==> config.mk <==
export PLATFORM = sky130hd
export DESIGN_NAME = snowflake_column_reader_flat
export DESIGN_NICKNAME = d
export VERILOG_FILES = /design/src/rtl/snowflake_pkg.sv /design/src/rtl/snowflake_column_reader_if.sv /design/src/rtl/snowflake_column_reader_pixel_skid_fifo.sv /design/src/rtl/snowflake_column_reader.sv /design/src/flat_wrapper.sv
export SDC_FILE = /design/constraint.sdc
export NUM_CORES = 1
export LEC_CHECK = 0
export CAP_MARGIN = 40
export CORE_ASPECT_RATIO = 1.5
export CORE_MARGIN = 5
export CORE_UTILIZATION = 50
export DETAILED_ROUTE_END_ITERATION = 8
export PLACE_DENSITY_LB_ADDON = 0.12
export SLEW_MARGIN = 20
export SYNTH_ARGS = -nofsm -noshare
export SYNTH_HDL_FRONTEND = slang
export SYNTH_SLANG_ARGS = --single-unit
==> constraint.sdc <==
create_clock -name clk -period 11.3 [get_ports clk]
set_input_delay 2.26 -clock clk [delete_from_list [all_inputs] [get_ports clk]]
set_output_delay 2.26 -clock clk [all_outputs]
set_load 0.02 [all_outputs]
==> src/rtl/snowflake_pkg.sv <==
// Shared constants, reader state encoding and the cell colour mapping used by
// the snowflake solver and its column reader.
package snowflake_pkg;

  localparam int DATA_W = 18;
  localparam int FRAC_W = 16;
  localparam logic [DATA_W-1:0] ONE = 18'h10000;

  localparam logic [7:0] COLOR_FROZEN = 8'hFF;
  localparam logic [7:0] COLOR_NEG    = 8'h00;

  typedef enum logic [1:0] {
    ST_IDLE,
    ST_SCAN,
    ST_DRAIN,
    ST_FINISH
  } reader_state_t;

  // s is u + v with one guard bit, so it is compared against ONE as a signed value.
  function automatic logic is_frozen(input logic signed [DATA_W:0] s);
    return s >= $signed({1'b0, ONE});
  endfunction

  // Frozen -> white, negative -> black, otherwise a grey ramp from the top fraction bits.
  function automatic logic [7:0] color_map(input logic signed [DATA_W:0] s);
    if (is_frozen(s)) begin
      return COLOR_FROZEN;
    end else if (s[DATA_W]) begin
      return COLOR_NEG;
    end else begin
      return {s[FRAC_W-1 -: 3], s[FRAC_W-1 -: 3], s[FRAC_W-1 -: 2]};
    end
  endfunction

endpackage

==> src/rtl/snowflake_column_reader_if.sv <==
// Pixel-write stream from the column reader to the VGA framebuffer writer.
interface snowflake_column_reader_if;

  logic       pix_valid;
  logic       pix_ready;
  logic [9:0] pix_x;
  logic [9:0] pix_y;
  logic [7:0] pix_color;

  modport master (
    output pix_valid,
    output pix_x,
    output pix_y,
    output pix_color,
    input  pix_ready
  );

  modport slave (
    input  pix_valid,
    input  pix_x,
    input  pix_y,
    input  pix_color,
    output pix_ready
  );

endinterface

==> src/rtl/snowflake_column_reader_pixel_skid_fifo.sv <==
// Two-entry synchronous FIFO holding {addr, colour} pixel words while the
// framebuffer writer stalls. Push and pop in the same cycle are allowed at
// any occupancy, including push while full if a pop happens too.
module pixel_skid_fifo #(
  parameter int W = 27
) (
  input  logic         clk,
  input  logic         reset,
  input  logic         push,
  input  logic         pop,
  input  logic [W-1:0] din,
  output logic [W-1:0] dout,
  output logic         full,
  output logic         empty,
  output logic [1:0]   count
);

  logic [W-1:0] mem_q [2];
  logic [W-1:0] mem_d [2];
  logic         wr_ptr_q, wr_ptr_d;
  logic         rd_ptr_q, rd_ptr_d;
  logic [1:0]   count_q, count_d;
  logic         do_push, do_pop;

  assign full  = (count_q == 2'd2);
  assign empty = (count_q == 2'd0);
  assign count = count_q;
  assign dout  = mem_q[rd_ptr_q];

  // Next-state for storage, pointers and occupancy.
  always_comb begin
    mem_d    = mem_q;
    wr_ptr_d = wr_ptr_q;
    rd_ptr_d = rd_ptr_q;
    count_d  = count_q;
    do_pop   = pop && !empty;
    do_push  = push && (!full || do_pop);
    if (do_push) begin
      mem_d[wr_ptr_q] = din;
      wr_ptr_d        = ~wr_ptr_q;
    end
    if (do_pop) begin
      rd_ptr_d = ~rd_ptr_q;
    end
    case ({do_push, do_pop})
      2'b10:   count_d = count_q + 2'd1;
      2'b01:   count_d = count_q - 2'd1;
      default: count_d = count_q;
    endcase
  end

  // FIFO state registers.
  always_ff @(posedge clk) begin
    if (reset) begin
      mem_q[0] <= '0;
      mem_q[1] <= '0;
      wr_ptr_q <= 1'b0;
      rd_ptr_q <= 1'b0;
      count_q  <= 2'd0;
    end else begin
      mem_q    <= mem_d;
      wr_ptr_q <= wr_ptr_d;
      rd_ptr_q <= rd_ptr_d;
      count_q  <= count_d;
    end
  end

endmodule

==> src/rtl/snowflake_column_reader.sv <==
// Scans one column of u_curr/v_next cells after a solver pass, colour-maps
// s = u + v per cell and streams the pixels to the framebuffer writer.
//
// state     | meaning
// ----------+------------------------------------------------------------
// ST_IDLE   | solver owns the read ports, waiting for start
// ST_SCAN   | issuing reads while skid FIFO + in-flight read leave room
// ST_DRAIN  | all reads issued, emitting the remaining pixels
// ST_FINISH | done pulse, publish frozen tally
//
// Read data is mapped in the cycle it returns. When the FIFO is empty the
// fresh pixel is offered straight to the stream and only captured in the
// FIFO if the writer stalls, so the first pixel appears two cycles after the
// accepted start.
module snowflake_column_reader #(
  parameter int NUM_CELLS = 11,
  parameter int ADDR_W    = 19,
  parameter int DATA_W    = 18,
  parameter int Y_BASE    = 0
) (
  input  logic                  clk,
  input  logic                  reset,
  input  logic                  start,
  input  logic [9:0]            col_x,
  output logic                  busy,
  output logic                  done,
  output logic [ADDR_W-1:0]     rd_addr,
  input  logic [DATA_W-1:0]     rd_data_u,
  input  logic [DATA_W-1:0]     rd_data_v,
  snowflake_column_reader_if.master pix,
  output logic [ADDR_W-1:0]     frozen_count
);

  import snowflake_pkg::*;

  localparam int FIFO_W = ADDR_W + 8;
  localparam logic [ADDR_W-1:0] LAST_ADDR = ADDR_W'(NUM_CELLS - 1);

  reader_state_t         state_q, state_d;
  logic [9:0]            col_x_q, col_x_d;
  logic [ADDR_W-1:0]     issue_cnt_q, issue_cnt_d;
  logic [ADDR_W-1:0]     emit_cnt_q, emit_cnt_d;
  logic [ADDR_W-1:0]     tally_q, tally_d;
  logic [ADDR_W-1:0]     frozen_count_q, frozen_count_d;
  logic [ADDR_W-1:0]     rd_addr_q, rd_addr_d;
  logic                  rd_valid_q, rd_valid_d;

  logic                  issue;
  logic [1:0]            pending;
  logic signed [DATA_W:0] sum;
  logic [7:0]            in_color;
  logic                  frozen_in;
  logic                  fifo_push, fifo_pop, fifo_full, fifo_empty;
  logic [1:0]            fifo_count;
  logic [FIFO_W-1:0]     fifo_dout;
  logic [ADDR_W-1:0]     head_addr;
  logic [7:0]            head_color;
  logic                  pix_hs;

  // rd_addr_q always names the most recent read, which is the one in flight.
  pixel_skid_fifo #(.W(FIFO_W)) u_fifo (
    .clk   (clk),
    .reset (reset),
    .push  (fifo_push),
    .pop   (fifo_pop),
    .din   ({rd_addr_q, in_color}),
    .dout  (fifo_dout),
    .full  (fifo_full),
    .empty (fifo_empty),
    .count (fifo_count)
  );

  // Read issue, cell mapping and stream head selection.
  always_comb begin
    pending   = fifo_count + {1'b0, rd_valid_q};
    issue     = (state_q == ST_SCAN) && (pending < 2'd2);
    rd_addr   = issue ? issue_cnt_q : rd_addr_q;
    rd_addr_d = rd_addr;
    rd_valid_d = issue;

    sum       = $signed({rd_data_u[DATA_W-1], rd_data_u}) +
                $signed({rd_data_v[DATA_W-1], rd_data_v});
    in_color  = color_map(sum);
    frozen_in = rd_valid_q && is_frozen(sum);

    pix.pix_valid = !fifo_empty || rd_valid_q;
    head_addr  = '0;
    head_color = '0;
    if (!fifo_empty) begin
      head_addr  = fifo_dout[FIFO_W-1:8];
      head_color = fifo_dout[7:0];
    end else if (rd_valid_q) begin
      head_addr  = rd_addr_q;
      head_color = in_color;
    end
    pix.pix_x     = pix.pix_valid ? col_x_q : 10'd0;
    pix.pix_y     = pix.pix_valid ? 10'(head_addr + ADDR_W'(Y_BASE)) : 10'd0;
    pix.pix_color = head_color;

    pix_hs    = pix.pix_valid && pix.pix_ready;
    fifo_pop  = !fifo_empty && pix.pix_ready;
    fifo_push = rd_valid_q && !(fifo_empty && pix.pix_ready) && (!fifo_full || fifo_pop);
  end

  // Sequencer next-state and counters.
  always_comb begin
    state_d        = state_q;
    col_x_d        = col_x_q;
    issue_cnt_d    = issue_cnt_q;
    emit_cnt_d     = emit_cnt_q;
    tally_d        = tally_q;
    frozen_count_d = frozen_count_q;
    if (pix_hs) begin
      emit_cnt_d = emit_cnt_q + ADDR_W'(1);
    end
    if (frozen_in) begin
      tally_d = tally_q + ADDR_W'(1);
    end
    case (state_q)
      ST_IDLE: begin
        if (start) begin
          col_x_d     = col_x;
          issue_cnt_d = '0;
          emit_cnt_d  = '0;
          tally_d     = '0;
          state_d     = ST_SCAN;
        end
      end
      ST_SCAN: begin
        if (issue) begin
          issue_cnt_d = issue_cnt_q + ADDR_W'(1);
          if (issue_cnt_q == LAST_ADDR) begin
            state_d = ST_DRAIN;
          end
        end
      end
      ST_DRAIN: begin
        if (pix_hs && (emit_cnt_q == LAST_ADDR)) begin
          state_d = ST_FINISH;
        end
      end
      ST_FINISH: begin
        frozen_count_d = tally_q;
        state_d        = ST_IDLE;
      end
      default: state_d = ST_IDLE;
    endcase
  end

  // Sequencer and datapath registers.
  always_ff @(posedge clk) begin
    if (reset) begin
      state_q        <= ST_IDLE;
      col_x_q        <= '0;
      issue_cnt_q    <= '0;
      emit_cnt_q     <= '0;
      tally_q        <= '0;
      frozen_count_q <= '0;
      rd_addr_q      <= '0;
      rd_valid_q     <= 1'b0;
    end else begin
      state_q        <= state_d;
      col_x_q        <= col_x_d;
      issue_cnt_q    <= issue_cnt_d;
      emit_cnt_q     <= emit_cnt_d;
      tally_q        <= tally_d;
      frozen_count_q <= frozen_count_d;
      rd_addr_q      <= rd_addr_d;
      rd_valid_q     <= rd_valid_d;
    end
  end

  assign busy         = (state_q == ST_SCAN) || (state_q == ST_DRAIN);
  assign done         = (state_q == ST_FINISH);
  assign frozen_count = frozen_count_q;

endmodule
==> src/flat_wrapper.sv <==
// flat-port wrapper written by rule: the top's interface ports become plain ports
module snowflake_column_reader_flat import snowflake_pkg::*;
#(
  parameter int NUM_CELLS = 11,
  parameter int ADDR_W    = 19,
  parameter int DATA_W    = 18,
  parameter int Y_BASE    = 0
)
  (clk, reset, start, col_x, busy, done, rd_addr, rd_data_u, rd_data_v, frozen_count, pix_pix_valid, pix_pix_x, pix_pix_y, pix_pix_color, pix_pix_ready);
  snowflake_column_reader_if pix_i ();
  input  logic clk;
  input  logic reset;
  input  logic start;
  input  logic [9:0] col_x;
  output logic busy;
  output logic done;
  output logic [ADDR_W-1:0] rd_addr;
  input  logic [DATA_W-1:0] rd_data_u;
  input  logic [DATA_W-1:0] rd_data_v;
  output logic [ADDR_W-1:0] frozen_count;
  output wire logic [$bits(pix_i.pix_valid)-1:0] pix_pix_valid;
  output wire logic [$bits(pix_i.pix_x)-1:0] pix_pix_x;
  output wire logic [$bits(pix_i.pix_y)-1:0] pix_pix_y;
  output wire logic [$bits(pix_i.pix_color)-1:0] pix_pix_color;
  input wire logic [$bits(pix_i.pix_ready)-1:0] pix_pix_ready;
  assign pix_pix_valid = pix_i.pix_valid;
  assign pix_pix_x = pix_i.pix_x;
  assign pix_pix_y = pix_i.pix_y;
  assign pix_pix_color = pix_i.pix_color;
  assign pix_i.pix_ready = pix_pix_ready;
  snowflake_column_reader #(.NUM_CELLS(NUM_CELLS), .ADDR_W(ADDR_W), .DATA_W(DATA_W), .Y_BASE(Y_BASE)) u_core (.clk(clk), .reset(reset), .start(start), .col_x(col_x), .busy(busy), .done(done), .rd_addr(rd_addr), .rd_data_u(rd_data_u), .rd_data_v(rd_data_v), .pix(pix_i), .frozen_count(frozen_count));
endmodule
==> results of run 1 <==
## placed cells by master, fill, tap and decap left out, types with 11 or more instances in the layout
master,instances
mux2i_1,32
nor2b_1,24
and2_1,15
o21ai_0,25
nor2_1,79
inv_1,15
nand4_1,14
xor2_1,21
ha_1,28
nand2_1,99
nand3_1,33
clkbuf_16,17
dfxtp_1,138
or4_1,17
o31ai_1,14
a21oi_1,66
a211oi_1,11
clkdlybuf4s50_1,117
xnor2_1,18
mux2_2,18
## where the power goes
part,internal (mW),switching (mW)
Sequential,0.508,0.0238
Combinational,0.150,0.228
Clock,0.311,0.214
## area by class of cell
| cell class | count | area share (%) |
|---|---|---|
| multi-input cells | 598 | 43.9 |
| clock inverters | 12 | 1.32 |
| well taps | 162 | 2.34 |
| inverters | 15 | 0.651 |
| flip-flops and latches | 138 | 32.0 |
| repair buffers | 126 | 14.6 |
| clock buffers | 20 | 5.17 |
## worst max-delay path by stage
stage                            start          endpoint  slack [ns]  cells past startpoint
after floorplan           rd_data_u[0]  pix_pix_color[3]        4.04                     12
after global placement    rd_data_u[0]  pix_pix_color[0]        3.34                     12
after detailed placement  rd_data_u[0]  pix_pix_color[0]        3.28                     12
after CTS                 rd_data_u[0]  pix_pix_color[0]        3.26                     12
after global routing      rd_data_u[0]  pix_pix_color[0]        3.05                     12
final                     rd_data_u[0]  pix_pix_color[0]        3.27                     12
## sequential cells by signal (all words and copies together) (netlist names), 2 cells and up
name,cells
u_core.u_fifo.mem_q,26
u_core.emit_cnt_q,19
u_core.frozen_count,19
u_core.issue_cnt_q,19
u_core.rd_addr_q,19
u_core.tally_q,19
u_core.col_x_q,10
u_core.state_q,2
u_core.u_fifo.count,2
## metrics by stage
step	std cells	setup slack, ns	util [%]	hold slack [ns]	instance area (um^2)
final	1071	3.27	64.2	0.448	8640
after global routing	1071	3.05	64.2	0.480	8640
after CTS	1069	3.26	63.9	0.450	8600
after detailed placement	1037	3.28	59.7	0.442	8040
after global placement	1036	3.34	59.6	0.438	8030
after floorplan	797	4.04	-	0.432	6820
## critical path, delay by kind of cell
kind / cells / cell delay, ns
adders and majority gates: 2 / 0.61
AOI/OAI and AO/OA: 6 / 1.62
buffers and inverters: 2 / 1.07
and+or+nand+nor: 2 / 0.20
## logic make-up (layout without fill, tap and decap cells)
group	after synthesis	in the layout	share of synthesized area, %
AOI/OAI and AO/OA	150	150	13.9
muxes	50	50	7.67
DFF	138	138	40.5
adders and majority gates	29	29	5.43
xor gates and xnor gates	39	39	5.01
buffers and inverters	61	173	3.83
and+or+nand+nor	330	330	23.6
## metal layers
layer | up-vias | share of wire [%]
met2 | 124 | 54
met4 | 0 | 2.2
met1 | 2801 | 41
li1 | 2991 | -
met5 | - | 0
met3 | 26 | 3.2
==> summary.txt, run 1 <==
Synth
  – Largest cells by area after synthesis: dfxtp_1, nand2_1, ha_1
  – Asr flop ratio synth: 0%
  – Mapped Nets: 876
  – Cell taking the most area after synthesis: dfxtp_1
  – Post-synthesis cell type count: 58
  – Mapped cell area: 6820 um^2
  – Cell with the most instances after synthesis: dfxtp_1
  – Mean Syn Cell Area: 8.56 um^2
  – Post-Synthesis Cells: 797
  – Top-area cell type share of the netlist area: 40.5%
  – Main synth FF type: dfxtp_1
  – Register area share after synthesis: 40.5%
  – Post-synth top cells: dfxtp_1, nand2_1, nor2_1
  – Post-synth EDFFs: 0
  – Yosys reg bits: 138
  – Synth warn: 0

Timing
  – Final Critical Period: 8.03 ns
  – Final worst-path cycle share: 71.1%
  – TNS Setup: 0 ns
  – Endpoints failing setup: 0
  – Relative slew slack: 48.5%
  – Fmax: 124 MHz
  – Unrepaired setup endpoints after global routing: false
  – Max Clock Skew: 0.0100 ns
  – Worst-margin pin slew: 0.771 ns
  – Pins Over Slew Limit: 0
  – Hold Fails Final Rpt: 0

Setup path
  – Crit end category: output port
  – CP startpoint kind: input port
  – WP data required: 9.04 ns
  – Crit-path slowest cell: clkdlybuf4s50_1
  – R2R depth: 7
  – Worst reg2reg startpoint: u_core.rd_valid_q
  – Slowest stage delay, CP: 0.66 ns
  – CP max FO: 36
  – Cells along the critical path: clkdlybuf4s50_1 -> ha_1 -> fa_1 -> a211oi_1 -> nor2_1 -> o2111ai_2 -> a2bb2oi_2 -> nand2_1 -> a31o_4 -> o22a_1 -> a21oi_1 -> clkdlybuf4s50_1
  – Crit Reg-Reg Endpoint: u_core.issue_cnt_q[18]
  – Worst Setup Path Type: in -> out
  – Reg-to-reg slack, setup: 8.04 ns
  – Crit path DAT: 5.77 ns
  – Top cell by count, worst path: clkdlybuf4s50_1

Layout
  – Sequential standard cell area: 2760 um^2
  – Layout net count: 975
  – Layout cells sized above 1: 8.25%
  – Area Overhead vs Synth: 26.7%
  – Multi-input gate area: 3800 um^2
  – N_diodes: 0
  – Final-layout fill cell count: 1,158

GRT
  – Initial antenna violation count: 0
  – Largest net degree at the start of global routing: 87
  – First-pass GRT wire length: 27,400 um
  – Routing usage on met2: 38.3%
  – All-Layer GR Usage: 20.4%
  – Routing usage on met1: 22.2%
  – Vias in the first global route: 5,919
  – Met3 usage: 4.09%
  – Global-route layer with the greatest usage: met2
  – GRT Residual Overflow: 0

Place
  – # port buffers: 118
  – Hpwl dp: 11,800 um
  – Routability cong.: 0.834

Route
  – Vias: 5,942
  – Number of detailed-route iterations in the first pass: 5
  – Via-to-Cell Ratio: 5.55
  – DR iter-0 viols: 190
  – Antenna Nets Post-Route: 0
  – WL per Instance: 15.4 um
  – Final WL: 16,500 um
  – Drt drc: 0

Power and ir drop
  – Power per Cell Area: 166 nW/um^2
  – Pwr Total: 1.43 mW
  – Leak pwr: 3.01 nW
  – Worst VDD drop: 0.131 mV

Run
  – Max-Cap Viols: 0

CTS
  – CTS resizes: 0
  – Clock slew at reported path FFs: 0.06 ns
  – Post-CTS Setup Inserts: 0
  – Longest Clk Path Bufs: 2
  – CTS H-tree depth: 4
  – Worst skew pair latency: 0.41 ns
  – CTS buffer count: 17
  – CTS Root Cell: clkbuf_16
  – Clock sinks: 138
  – CTS tree: done
  – Cts hold-fix bufs: 0

Floorplan
  – Die W: 105 um
  – Cell Rows: 52
  – Die ar.: 16,100 um^2
  – Die Ht: 153 um
  – Initial Utilization: 50.6%
  – I/O pin cnt: 119
  – Core area: 13,500 um^2

Min path
  – Hold Crit Start: u_core.col_x_q[9]
  – Hold Path End: u_core.col_x_q[9]
  – Worst hold-check path type: reg -> reg
  – Hold Path Depth: 2

Status
  – Status: finished, final reports clean
Note: power is estimated with default switching activity, not from simulation.
==> run 2: changes to the inputs <==
--- a/config.mk
+++ b/config.mk
@@ -8,7 +8,7 @@
 export CAP_MARGIN = 40
 export CORE_ASPECT_RATIO = 1.5
 export CORE_MARGIN = 5
-export CORE_UTILIZATION = 50
+export CORE_UTILIZATION = 48
 export DETAILED_ROUTE_END_ITERATION = 8
 export PLACE_DENSITY_LB_ADDON = 0.12
 export SLEW_MARGIN = 20
==> constraint.sdc (replaced) <==
create_clock -name clk -period 7.1 [get_ports clk]
set_input_delay 1.42 -clock clk [delete_from_list [all_inputs] [get_ports clk]]
set_output_delay 1.42 -clock clk [all_outputs]
set_load 0.02 [all_outputs]
==> run 2 against run 1 <==
Against the previous run:
- worst hold slack gained 0.0035 ns
- sequential power up 59%
- clock power increased by 77%
- global-route usage shrank 0.66 points
- wire length down 0.53%
- sequential share of layout area shrank 0.39 points
- utilization decreased by 1.6 points
- cell count up 2.9%
==> summary.txt, run 2 (same netlist as run 1, synthesis figures left out) <==
Setup path
  – Reg-to-reg slack, setup: 3.86 ns
  – Crit path DAT: 4.92 ns
  – Family with the most delay on the worst path: compound AO/OA/AOI/OAI gates
  – Crit-path slowest cell: clkdlybuf4s50_1
  – CP max FO: 36
  – Worst reg2reg startpoint: u_core.rd_valid_q
  – Crit Reg-Reg Endpoint: u_core.issue_cnt_q[18]
  – Buf/Inv on CP: 2
  – Crit end category: output port
  – Slowest stage delay, CP: 0.67 ns
  – R2R depth: 7
  – CP startpoint kind: input port
  – Top cell by count, worst path: clkdlybuf4s50_1
  – Worst Setup Path Type: in -> out
  – Cells along the critical path: clkdlybuf4s50_1 -> ha_1 -> fa_1 -> a211oi_1 -> nor2_1 -> o2111ai_2 -> a2bb2oi_2 -> nand2_1 -> a31o_4 -> o22a_1 -> a21oi_1 -> clkdlybuf4s50_1
  – WP data required: 5.68 ns

CTS
  – CTS Root Cell: clkbuf_16
  – CTS resizes: 0
  – CTS H-tree depth: 4
  – CTS tree: done
  – Worst skew pair latency: 0.41 ns
  – Post-CTS Setup Inserts: 0
  – Clock slew at reported path FFs: 0.06 ns
  – Longest Clk Path Bufs: 2
  – CTS buffer count: 17
  – Cts hold-fix bufs: 0
  – Clock sinks: 138

GRT
  – Initial antenna violation count: 0
  – All-Layer GR Usage: 19.7%
  – Vias in the first global route: 5,805
  – First-pass GRT wire length: 27,200 um
  – GRT Residual Overflow: 0
  – Largest net degree at the start of global routing: 86

Floorplan
  – Cell Rows: 53
  – Die W: 107 um
  – Core area: 14,000 um^2
  – Die ar.: 16,700 um^2
  – Initial Utilization: 48.7%
  – Die Ht: 156 um
  – I/O pin cnt: 119

Layout
  – Largest register FFs: 26
  – Layout cells sized above 1: 8.13%
  – Area Overhead vs Synth: 28.3%
  – N_diodes: 0
  – Most frequent cells in the layout: dfxtp_1, clkdlybuf4s50_1, nand2_1
  – Commonest non-fill, non-tap cell in the layout: dfxtp_1
  – Most flops, register: u_core.u_fifo.mem_q
  – Layout Cells excl Fill: 1,102
  – Layout net count: 976

Place
  – Placed cells: 1,068
  – # port buffers: 118
  – Setup WS pre-CTS: 0.723 ns
  – Routability cong.: 0.823
  – Hpwl dp: 11,900 um

Route
  – Via-to-Cell Ratio: 5.35
  – WL per Instance: 14.9 um
  – Antenna Nets Post-Route: 0
  – Number of detailed-route iterations in the first pass: 5
  – DR iter-0 viols: 212
  – Drt drc: 0
  – Vias: 5,899
  – Final WL: 16,400 um

Timing
  – Fmax: 158 MHz
  – Hold Fails Final Rpt: 0
  – Pins Over Slew Limit: 0
  – Final worst-path cycle share: 89.3%
  – Unrepaired setup endpoints after global routing: false
  – Relative slew slack: 45.8%
  – Final Critical Period: 6.34 ns
  – Worst-margin pin slew: 0.812 ns
  – Endpoints failing setup: 0
  – TNS Setup: 0 ns
  – Max Clock Skew: 0.0104 ns
  – Final worst-path setup slack: 0.763 ns

Power and ir drop
  – Leak pwr: 3.06 nW
  – Power per Cell Area: 271 nW/um^2
  – Worst VDD drop: 0.170 mV

Run
  – Max-Cap Viols: 0

Min path
  – Worst hold-check path type: reg -> reg
  – Hold Path Depth: 2
  – Hold Path End: u_core.col_x_q[1]
  – Hold Crit Start: u_core.col_x_q[1]

Status
  – Status: finished, final reports clean
run 2: worst reg2reg max path, stage by stage (launching register included):
cell and delay (ns):
dfxtp_1 0.76, a21bo_2 0.27, nand3_2 0.50, a2111oi_2 0.80, nand2_1 0.17, or4_1 0.44, xor2_1 0.15, nor2_1 0.05
run 2: worst max path at each step:
stage	from	endpoint	slack, ns	depth (start not counted)
final	rd_data_u[0]	pix_pix_color[6]	0.76	12
after global routing	rd_data_u[0]	pix_pix_color[3]	0.52	12
after CTS	rd_data_u[0]	pix_pix_color[6]	0.72	12
after detailed placement	rd_data_u[0]	pix_pix_color[6]	0.72	12
after global placement	rd_data_u[0]	pix_pix_color[6]	0.80	12
after floorplan	rd_data_u[0]	pix_pix_color[3]	1.52	12
run 2: layout make-up:
cell class                 instances  area [um^2]
sequential                       138         2760
clock buffer                      20          437
timing repair buffer             127         1270
multi-input combinational        598         3800
tap                              192          240
fill                            1229         5240
inverter                          15         56.3
clock inverter                    12          188
run 2: power by group:
| group | total (mW) | internal [mW] | switching [mW] |
|---|---|---|---|
| registers | 0.844 | 0.808 | 0.0358 |
| logic | 0.600 | 0.239 | 0.360 |
| clock network | 0.927 | 0.594 | 0.333 |
| total | 2.37 | 1.64 | 0.729 |
run 2: metal layers:
metal  wire length [um]  vias to the layer above  track usage [%]
met4                139                        0             6.46
met1               6490                     2792             21.2
li1                   -                     2985                -
met2               9200                      112             37.9
met3                546                       10             3.81
met5                  0                        -                0
run 2: metrics by stage:
step	instance area (um^2)	hold WS (ns)	utilization, %	power, mW
detailed placement	8080	0.443	57.8	1.46
global placement	8070	0.437	57.7	1.44
finish	8750	0.452	62.5	2.37
global route	8750	0.464	62.5	2.49
floorplan	6820	0.432	-	1.28
CTS	8710	0.450	62.2	2.39
